## config.mk

```make
export PLATFORM = sky130hd
export DESIGN_NAME = wb_writeback
export DESIGN_NICKNAME = d
export VERILOG_FILES = /design/src/rtl/wb_pkg.sv /design/src/rtl/wb_writeback_load_formatter.sv /design/src/rtl/wb_writeback.sv
export SDC_FILE = /design/constraint.sdc
export NUM_CORES = 1
export LEC_CHECK = 0
export CAP_MARGIN = 25
export CORE_MARGIN = 10
export CORE_UTILIZATION = 41
export DETAILED_ROUTE_END_ITERATION = 10
export GPL_TIMING_DRIVEN = 0
export PLACE_DENSITY = 0.77
export SLEW_MARGIN = 20
export SYNTH_ARGS = -nofsm -noshare
export SYNTH_HDL_FRONTEND = slang
export SYNTH_HIERARCHICAL = 1
export SYNTH_SLANG_ARGS = --single-unit
```

## constraint.sdc

```tcl
create_clock -name clk -period 2.05 [get_ports clk]
set_clock_uncertainty 0.15 [all_clocks]
set_input_delay 0.205 -clock clk [delete_from_list [all_inputs] [get_ports clk]]
set_output_delay 0.205 -clock clk [all_outputs]
set_load 0.01 [all_outputs]
```

## src/rtl/wb_pkg.sv

```systemverilog
// Shared types and constants for the writeback stage.
package wb_pkg;
    localparam int WB_DATA_W = 32;
    localparam int WB_ADDR_W = 5;

    localparam logic [2:0] LT_LW  = 3'd0;
    localparam logic [2:0] LT_LH  = 3'd1;
    localparam logic [2:0] LT_LHU = 3'd2;
    localparam logic [2:0] LT_LB  = 3'd3;
    localparam logic [2:0] LT_LBU = 3'd4;

    typedef enum logic [1:0] {
        S_IDLE      = 2'd0,
        S_WAIT_LOAD = 2'd1,
        S_WRITE     = 2'd2
    } wb_state_t;
endpackage

```

## src/rtl/wb_writeback_load_formatter.sv

```systemverilog
// Little-endian sub-word extraction and sign/zero extension for loads.
module load_formatter
    import wb_pkg::*;
(
    input  logic [WB_DATA_W-1:0] rdata,
    input  logic [1:0]           offset,
    input  logic [2:0]           load_type,
    output logic [WB_DATA_W-1:0] data
);
    logic [7:0]  sel_byte;
    logic [15:0] sel_half;

    always_comb begin
        sel_byte = rdata[7:0];
        case (offset)
            2'd1:    sel_byte = rdata[15:8];
            2'd2:    sel_byte = rdata[23:16];
            2'd3:    sel_byte = rdata[31:24];
            default: sel_byte = rdata[7:0];
        endcase
        sel_half = offset[1] ? rdata[31:16] : rdata[15:0];

        // Unknown encodings fall back to a full-word load.
        case (load_type)
            LT_LH:   data = {{(WB_DATA_W-16){sel_half[15]}}, sel_half};
            LT_LHU:  data = {{(WB_DATA_W-16){1'b0}}, sel_half};
            LT_LB:   data = {{(WB_DATA_W-8){sel_byte[7]}}, sel_byte};
            LT_LBU:  data = {{(WB_DATA_W-8){1'b0}}, sel_byte};
            default: data = rdata;
        endcase
    end
endmodule

```

## src/rtl/wb_writeback.sv

```systemverilog
// Writeback stage: retires MEM-stage instructions onto the register-file write port.
module wb_writeback
    import wb_pkg::*;
#(
    parameter int DATA_W = WB_DATA_W,
    parameter int ADDR_W = WB_ADDR_W
) (
    input  logic              clk,
    input  logic              rst_n,
    input  logic              in_valid,
    output logic              in_ready,
    input  logic              in_reg_write,
    input  logic              in_is_load,
    input  logic [2:0]        in_load_type,
    input  logic [ADDR_W-1:0] in_rd,
    input  logic [DATA_W-1:0] in_result,
    input  logic              mem_rvalid,
    input  logic [DATA_W-1:0] mem_rdata,
    output logic [ADDR_W-1:0] wAddr,
    output logic [DATA_W-1:0] wDin,
    output logic              wEna,
    output logic              load_pending,
    output logic [ADDR_W-1:0] load_pending_rd
);
    wb_state_t         state, state_next;
    logic [ADDR_W-1:0] cap_rd;
    logic              cap_rw;
    logic [2:0]        cap_lt;
    logic [1:0]        cap_off;
    logic [DATA_W-1:0] fmt_data;
    logic              accept;
    logic              alu_write;
    logic              load_write;

    load_formatter u_fmt (
        .rdata     (mem_rdata),
        .offset    (cap_off),
        .load_type (cap_lt),
        .data      (fmt_data)
    );

    assign in_ready     = (state != S_WAIT_LOAD);
    assign load_pending = (state == S_WAIT_LOAD);
    assign accept       = in_valid & in_ready;
    assign alu_write    = accept & ~in_is_load & in_reg_write & (in_rd != '0);
    assign load_write   = (state == S_WAIT_LOAD) & mem_rvalid & cap_rw & (cap_rd != '0);

    always_ff @(posedge clk or negedge rst_n) begin
        if (!rst_n) state <= S_IDLE;
        else        state <= state_next;
    end

    always_comb begin
        state_next = state;
        case (state)
            S_IDLE, S_WRITE: begin
                if (accept) state_next = in_is_load ? S_WAIT_LOAD : S_WRITE;
                else        state_next = S_IDLE;
            end
            S_WAIT_LOAD: if (mem_rvalid) state_next = S_WRITE;
            default:     state_next = S_IDLE;
        endcase
    end

    // Write-port outputs are registered at the accept/data edge so the write
    // lands in the following cycle; address and data only move on a real write.
    always_ff @(posedge clk or negedge rst_n) begin
        if (!rst_n) begin
            cap_rd          <= '0;
            cap_rw          <= 1'b0;
            cap_lt          <= LT_LW;
            cap_off         <= 2'd0;
            wEna            <= 1'b0;
            wAddr           <= '0;
            wDin            <= '0;
            load_pending_rd <= '0;
        end else begin
            wEna <= alu_write | load_write;
            if (accept) begin
                cap_rd <= in_rd;
                cap_rw <= in_reg_write;
                if (in_is_load) begin
                    cap_lt          <= in_load_type;
                    cap_off         <= in_result[1:0];
                    load_pending_rd <= in_rd;
                end
            end
            if (alu_write) begin
                wAddr <= in_rd;
                wDin  <= in_result;
            end else if (load_write) begin
                wAddr <= cap_rd;
                wDin  <= fmt_data;
            end
        end
    end
endmodule

```

# After elaboration in Yosys (flattened, before gate mapping)
# Index checks and enable logic that the tools add are counted.
dict set report classes {
  eq_ne 11
  mux 11
  n_reduce_logical 6
  bitwise_logic 9
}
# operator count
set ops {}
lappend ops {{case mux 32 bit (4 select lines)} 1}
lappend ops {{two-way mux 32 bit} 2}
lappend ops {{case mux 8 bit (3 select lines)} 1}
lappend ops {{two-way mux 16 bit} 1}
lappend ops {{two-way mux 5 bit} 2}
lappend ops {{nonzero test 5 bit} 2}
lappend ops {{AND 1 bit} 7}
lappend ops {{== test 2 bit (second input constant)} 3}
lappend ops {{== test 3 x 2 -> 1 bit (second input constant)} 2}
lappend ops {{two-way mux 2 bit} 3}
lappend ops {{== test 2 x 1 -> 1 bit (second input constant)} 2}
lappend ops {{case mux 2 bit (2 select lines)} 1}
lappend ops {{== test 3 x 1 -> 1 bit (second input constant)} 1}
lappend ops {{== test 3 bit (second input constant)} 1}
lappend ops {{zero test 2 bit} 1}
lappend ops {{inequality test 2 x 1 -> 1 bit (second input constant)} 1}
lappend ops {{inequality test 2 bit (second input constant)} 1}
lappend ops {{AND reduction 2 bit} 1}
lappend ops {{nonzero test 2 bit} 1}
lappend ops {{OR reduction 2 bit} 1}
lappend ops {{inverter 1 bit} 1}
lappend ops {{bitwise OR 1 bit} 1}
dict set report totals {
  ff_bits 56
  in_bits 78
  elab_cells 46
}

# Logic depth before layout (Yosys ltp)
dict set report logic_depth {
  depth_word 6
  mapped_depth 8
}

# Hierarchy
# The synthesis kept the hierarchy.
# mod cells_per_inst area_each_um2 n_inst
set by_module_without_submodules {}
lappend by_module_without_submodules {wb_writeback 179 2422.3 1}
lappend by_module_without_submodules {load_formatter 123 1036.0 1}

# Worst setup path before layout
# Ideal clock, no wire load.
dict set report synth_timing {
  path_kind {flip-flop to flip-flop}
  start {reg cap_off[1]}
  end {reg wDin[10]}
  setup_time_ps 125
  t_arrival_ps 1789
  path_buffers 2
  t_required_ps 1775
  stages_incl_launch_ff 8
  period_less_slack_ps 2064
  setup_slack_ps -14
  path_cell_list {dfrtp_1 -> buf_6 -> clkbuf_2 -> or2b_1 -> a211oi_1 -> o31ai_1 -> mux2_4 -> mux2_2}
}
dict set report synth_via {
  elab_chain_len 5
  elab_cells_between_ends 8
  cone_classes {eq/ne: 3; mux: 5}
}
# item line
set synth_rtl {}
lappend synth_rtl {{from (decl)} wb_writeback.sv:29} ;# logic [1:0] cap_off;
lappend synth_rtl {{from (signal assigned)} wb_writeback.sv:84} ;# cap_off <= in_result[1:0];
lappend synth_rtl {{== test 2 bit or == test 2 x 1 -> 1 bit (tied branches)} wb_writeback_load_formatter.sv:15} ;# case (offset)
lappend synth_rtl {{case mux 8 bit (3 select lines)} wb_writeback_load_formatter.sv:15}
lappend synth_rtl {{case mux 32 bit (4 select lines) *} wb_writeback_load_formatter.sv:24} ;# case (load_type)
lappend synth_rtl {{via fmt_data[10]} wb_writeback.sv:30} ;# logic [DATA_W-1:0] fmt_data;
lappend synth_rtl {{two-way mux 32 bit *} wb_writeback.sv:91} ;# end else if (load_write) begin
lappend synth_rtl {{two-way mux 32 bit *} wb_writeback.sv:88} ;# if (alu_write) begin
lappend synth_rtl {{to (signal assigned)} wb_writeback.sv:90} ;# wDin <= in_result;
lappend synth_rtl {{to (signal assigned)} wb_writeback.sv:93} ;# wDin <= fmt_data;
lappend synth_rtl {{to (decl)} wb_writeback.sv:20} ;# output logic [DATA_W-1:0] wDin,
# Mark *: on every way through the listed nets, which the timed path passes. The rest lies on a longest branch. The select of a mux whose other input is x is not followed.
# A chain may end at the register's enable or synchronous reset.

# Worst setup path after layout
dict set report layout_timing {
  start {reg cap_off[1]}
  end {reg wDin[1]}
}
# Same word-level chain as after synthesis.

==> qor.json <==
{
  "placement": {
    "preCtsSetupSlack_ps": -489,
    "gp_routability_congestion": 0.919,
    "placement.cell_area_um2": 4820,
    "numPlacedInstances": 529,
    "portBuffers": 122,
    "final_hpwl_dp_mm": 9.00
  },
  "die": {
    "die-width_um": 112,
    "design.core.area_um2": 8220,
    "core.rowCount": 33,
    "pin_count": 123,
    "y_dimension_of_the_die_um": 112,
    "effective_utilization_at_floorplan_pct": 42.1,
    "die-area_um2": 12500
  },
  "yosys": {
    "synth-main-ff-cell": "sky130_fd_sc_hd__dfrtp_1",
    "synth_warnings": 6,
    "share_of_the_yosys_chip_area_belonging_to_registers_pct": 40.5,
    "synthesis.instances": 302,
    "asyncSetResetFlopFracSynth_pct": 100,
    "synth_largest_type_area_fraction_pct": 40.5,
    "post-synth-top-area-cell": "sky130_fd_sc_hd__dfrtp_1",
    "syn_nets": 380,
    "avgSynthCellArea_um2": 11.5,
    "total_standard_cell_area_after_synthesis_um2": 3460,
    "postSynthRegisterBits": 56,
    "netlist_top_cells_area": "sky130_fd_sc_hd__dfrtp_1, sky130_fd_sc_hd__a221o_1, sky130_fd_sc_hd__mux2_2",
    "synth_enable_flop_cells": 0,
    "yosysUniqueCellTypes": 46
  },
  "detailed_routing": {
    "wirelength_mm": 11.4,
    "drt-wirelength-per-cell_um": 20.7,
    "post_drt_via_cell_ratio": 5.78,
    "via_count": 3180,
    "firstDrtPassIters": 4,
    "number_of_violations_reported_at_the_end_of_detailed_routing_iteration_0": 235,
    "antenna_left": 0,
    "detail_route.drc_violations": 0
  },
  "clock_tree": {
    "cts_buffers": 5,
    "clk-insertion-delay-late_ps": 310,
    "clock_sink_count": 56,
    "clock_tree.root_cell": "sky130_fd_sc_hd__clkbuf_8",
    "ctsLongestPathBuffers": 2,
    "tritoncts": "built",
    "cts_max_level": 2,
    "clk_pin_slew_worst_paths_ps": 110
  },
  "power_and_ir_drop": {
    "power.leakage_nw": 2.11,
    "clock_network_power_share_pct": 13.4,
    "max-vdd-ir-drop_mv": 0.356,
    "power.sequential.fraction_pct": 33.5,
    "fin_total_pwr_mw": 4.90,
    "power.switching_fraction_pct": 34.3,
    "power.switching_mw": 1.68,
    "power_report.internal_total_mw": 3.22,
    "power_density_nw_per_um2": 944,
    "combinational_power_share_pct": 53.1
  },
  "global_routing": {
    "overflow": 0,
    "global_route.usage.total_pct": 17.4,
    "grt_first_pass_wirelength_mm": 18.1,
    "grt_max_degree": 57,
    "number_of_global_route_vias_before_repair": 3330,
    "grt_antenna_before_repair": 0
  },
  "sta": {
    "grt_setup_unrepaired": "yes",
    "hold-worst-slack_ps": 322,
    "max_clock_freq_mhz": 452,
    "timing.final.max_slew_violations": 0,
    "final.min_clock_period_ps": 2210,
    "least_margin_pin_slew_ps": 708,
    "hold_violations": 0,
    "slew_headroom_pct": 52.8,
    "setup_violations": 16,
    "setup-tns-final_ps": -1710,
    "timing.final.crit_share_pct": 108,
    "setup_slack_ps": -164
  },
  "layout": {
    "finalNetCount": 522,
    "final_cell_mix": "sky130_fd_sc_hd__clkdlybuf4s50_1, sky130_fd_sc_hd__dfrtp_1, sky130_fd_sc_hd__a221o_1",
    "most_common_cell_after_layout_fill_and_taps_aside": "sky130_fd_sc_hd__clkdlybuf4s50_1",
    "area_delta_synth_final_pct": 50.1,
    "insertedDiodeCount": 0,
    "stdcell_count": 550,
    "post-route-cell-area_um2": 5190,
    "postLayoutCoreUtil_pct": 63.2,
    "post_route_cells_drive_above_1_share_pct": 24.0
  },
  "worst_setup_path": {
    "worstPathRequired_ps": 2110,
    "path_max_fanout": 9,
    "start_kind": "register",
    "endpoint_kind": "register",
    "ff2ff_setup_slack_ps": -160,
    "worst-endpoint-arrival_ps": 2270,
    "criticalPathCategory": "reg2reg"
  },
  "run_status": {
    "failed_checks": "negative setup slack",
    "run_status": "finished with violations"
  },
  "hold_path": {
    "timing.hold.worst.class": "in2async"
  },
  "run": {
    "cap_violations": 0
  }
}
repair_timing:
item,in CTS,in global routing
endpoints found under the hold margin,56,0
setup endpoints to repair,26,34
hold buffers,1,0
resized for setup,29,23
pin swaps,3,8
gates cloned,0,1
setup buffers,7,7
final cells by class:
| type | count | area [µm²] |
|---|---|---|
| Multi-Input combinational cell | 213 | 1980 |
| Buffer | 25 | 209 |
| Clock inverter | 2 | 13.8 |
| Timing Repair Buffer | 137 | 1350 |
| Inverter | 6 | 22.5 |
| Sequential cell | 56 | 1400 |
| Tap cell | 105 | 131 |
| Clock buffer | 6 | 82.6 |
| Fill cell | 666 | 3030 |
layer usage:
layer  GRT usage (%)  up-vias  share of wire [%]
li1                -     1466                  -
met1            21.8     1596                 43
met2            29.7      105                 50
met3            3.06       13                5.4
met4            4.88        0                1.3
met5               0        -                  0
registers in the layout, indices dropped and copies added (netlist names):
register / count
wAddr: 5
load_pending_rd: 5
cap_rw: 1
wDin: 32
cap_rd: 5
wEna: 1
cap_off: 2
state: 2
cap_lt: 3
power groups by stage:
stage,Combinational [mW],Clock [mW],Sequential [mW]
after floorplan,1.15,0,1.76
after global placement,2.31,0,1.64
after detailed placement,2.36,0,1.66
after CTS,2.45,0.666,1.64
after global routing,2.77,0.711,1.68
final,2.60,0.657,1.64
cells by family after synthesis:
logic type | share of synthesized area, %
flip-flops | 40.5
multiplexers | 12.5
AND/OR/NAND/NOR | 14.5
buffers and inverters | 6.04
AO/OA/AOI/OAI | 25.3
XOR/XNOR | 1.05
final timing paths:
| kind | from | to | cells after the start |
|---|---|---|---|
| min | rst_n | load_pending_rd[3]$_DFFE_PN0P_ | 2 |
| min in group clk | in_reg_write | cap_rw$_DFFE_PN0P_ | 3 |
| min reg2reg | cap_rw$_DFFE_PN0P_ | cap_rw$_DFFE_PN0P_ | 2 |
| max | cap_off[1]$_DFFE_PN0P_ | wDin[1]$_DFFE_PN0P_ | 6 |
| max in group asynchronous | rst_n | cap_off[1]$_DFFE_PN0P_ | 2 |
| max reg2reg | cap_off[1]$_DFFE_PN0P_ | wDin[1]$_DFFE_PN0P_ | 6 |
critical path: stages (launching register included):
cell	delay (ps)
sky130_fd_sc_hd__dfrtp_2	480
sky130_fd_sc_hd__buf_12	170
sky130_fd_sc_hd__mux4_2	480
sky130_fd_sc_hd__a21boi_1	140
sky130_fd_sc_hd__a221o_1	300
sky130_fd_sc_hd__and2_4	150
sky130_fd_sc_hd__a221o_1	250
cells in the mapped netlist (2+ instances only):
cell type,instances
sky130_fd_sc_hd__a221o_1,38
sky130_fd_sc_hd__inv_2,2
sky130_fd_sc_hd__nand2_1,5
sky130_fd_sc_hd__o221a_2,4
sky130_fd_sc_hd__mux2i_1,2
sky130_fd_sc_hd__a21boi_0,3
sky130_fd_sc_hd__inv_1,4
sky130_fd_sc_hd__nand2b_1,9
sky130_fd_sc_hd__nor2b_1,9
sky130_fd_sc_hd__clkbuf_1,3
sky130_fd_sc_hd__mux2_4,2
sky130_fd_sc_hd__mux2_2,18
sky130_fd_sc_hd__nor2_1,12
sky130_fd_sc_hd__dfrtp_1,56
sky130_fd_sc_hd__and2_0,23
sky130_fd_sc_hd__mux4_2,8
sky130_fd_sc_hd__and2_1,8
sky130_fd_sc_hd__a211oi_1,8
sky130_fd_sc_hd__o31ai_1,8
sky130_fd_sc_hd__a21boi_1,5
sky130_fd_sc_hd__or2b_1,7
sky130_fd_sc_hd__o22ai_1,9
sky130_fd_sc_hd__buf_1,2
sky130_fd_sc_hd__o2bb2ai_1,16
sky130_fd_sc_hd__buf_2,13
sky130_fd_sc_hd__buf_6,8
(Power assumes the default switching activity.)
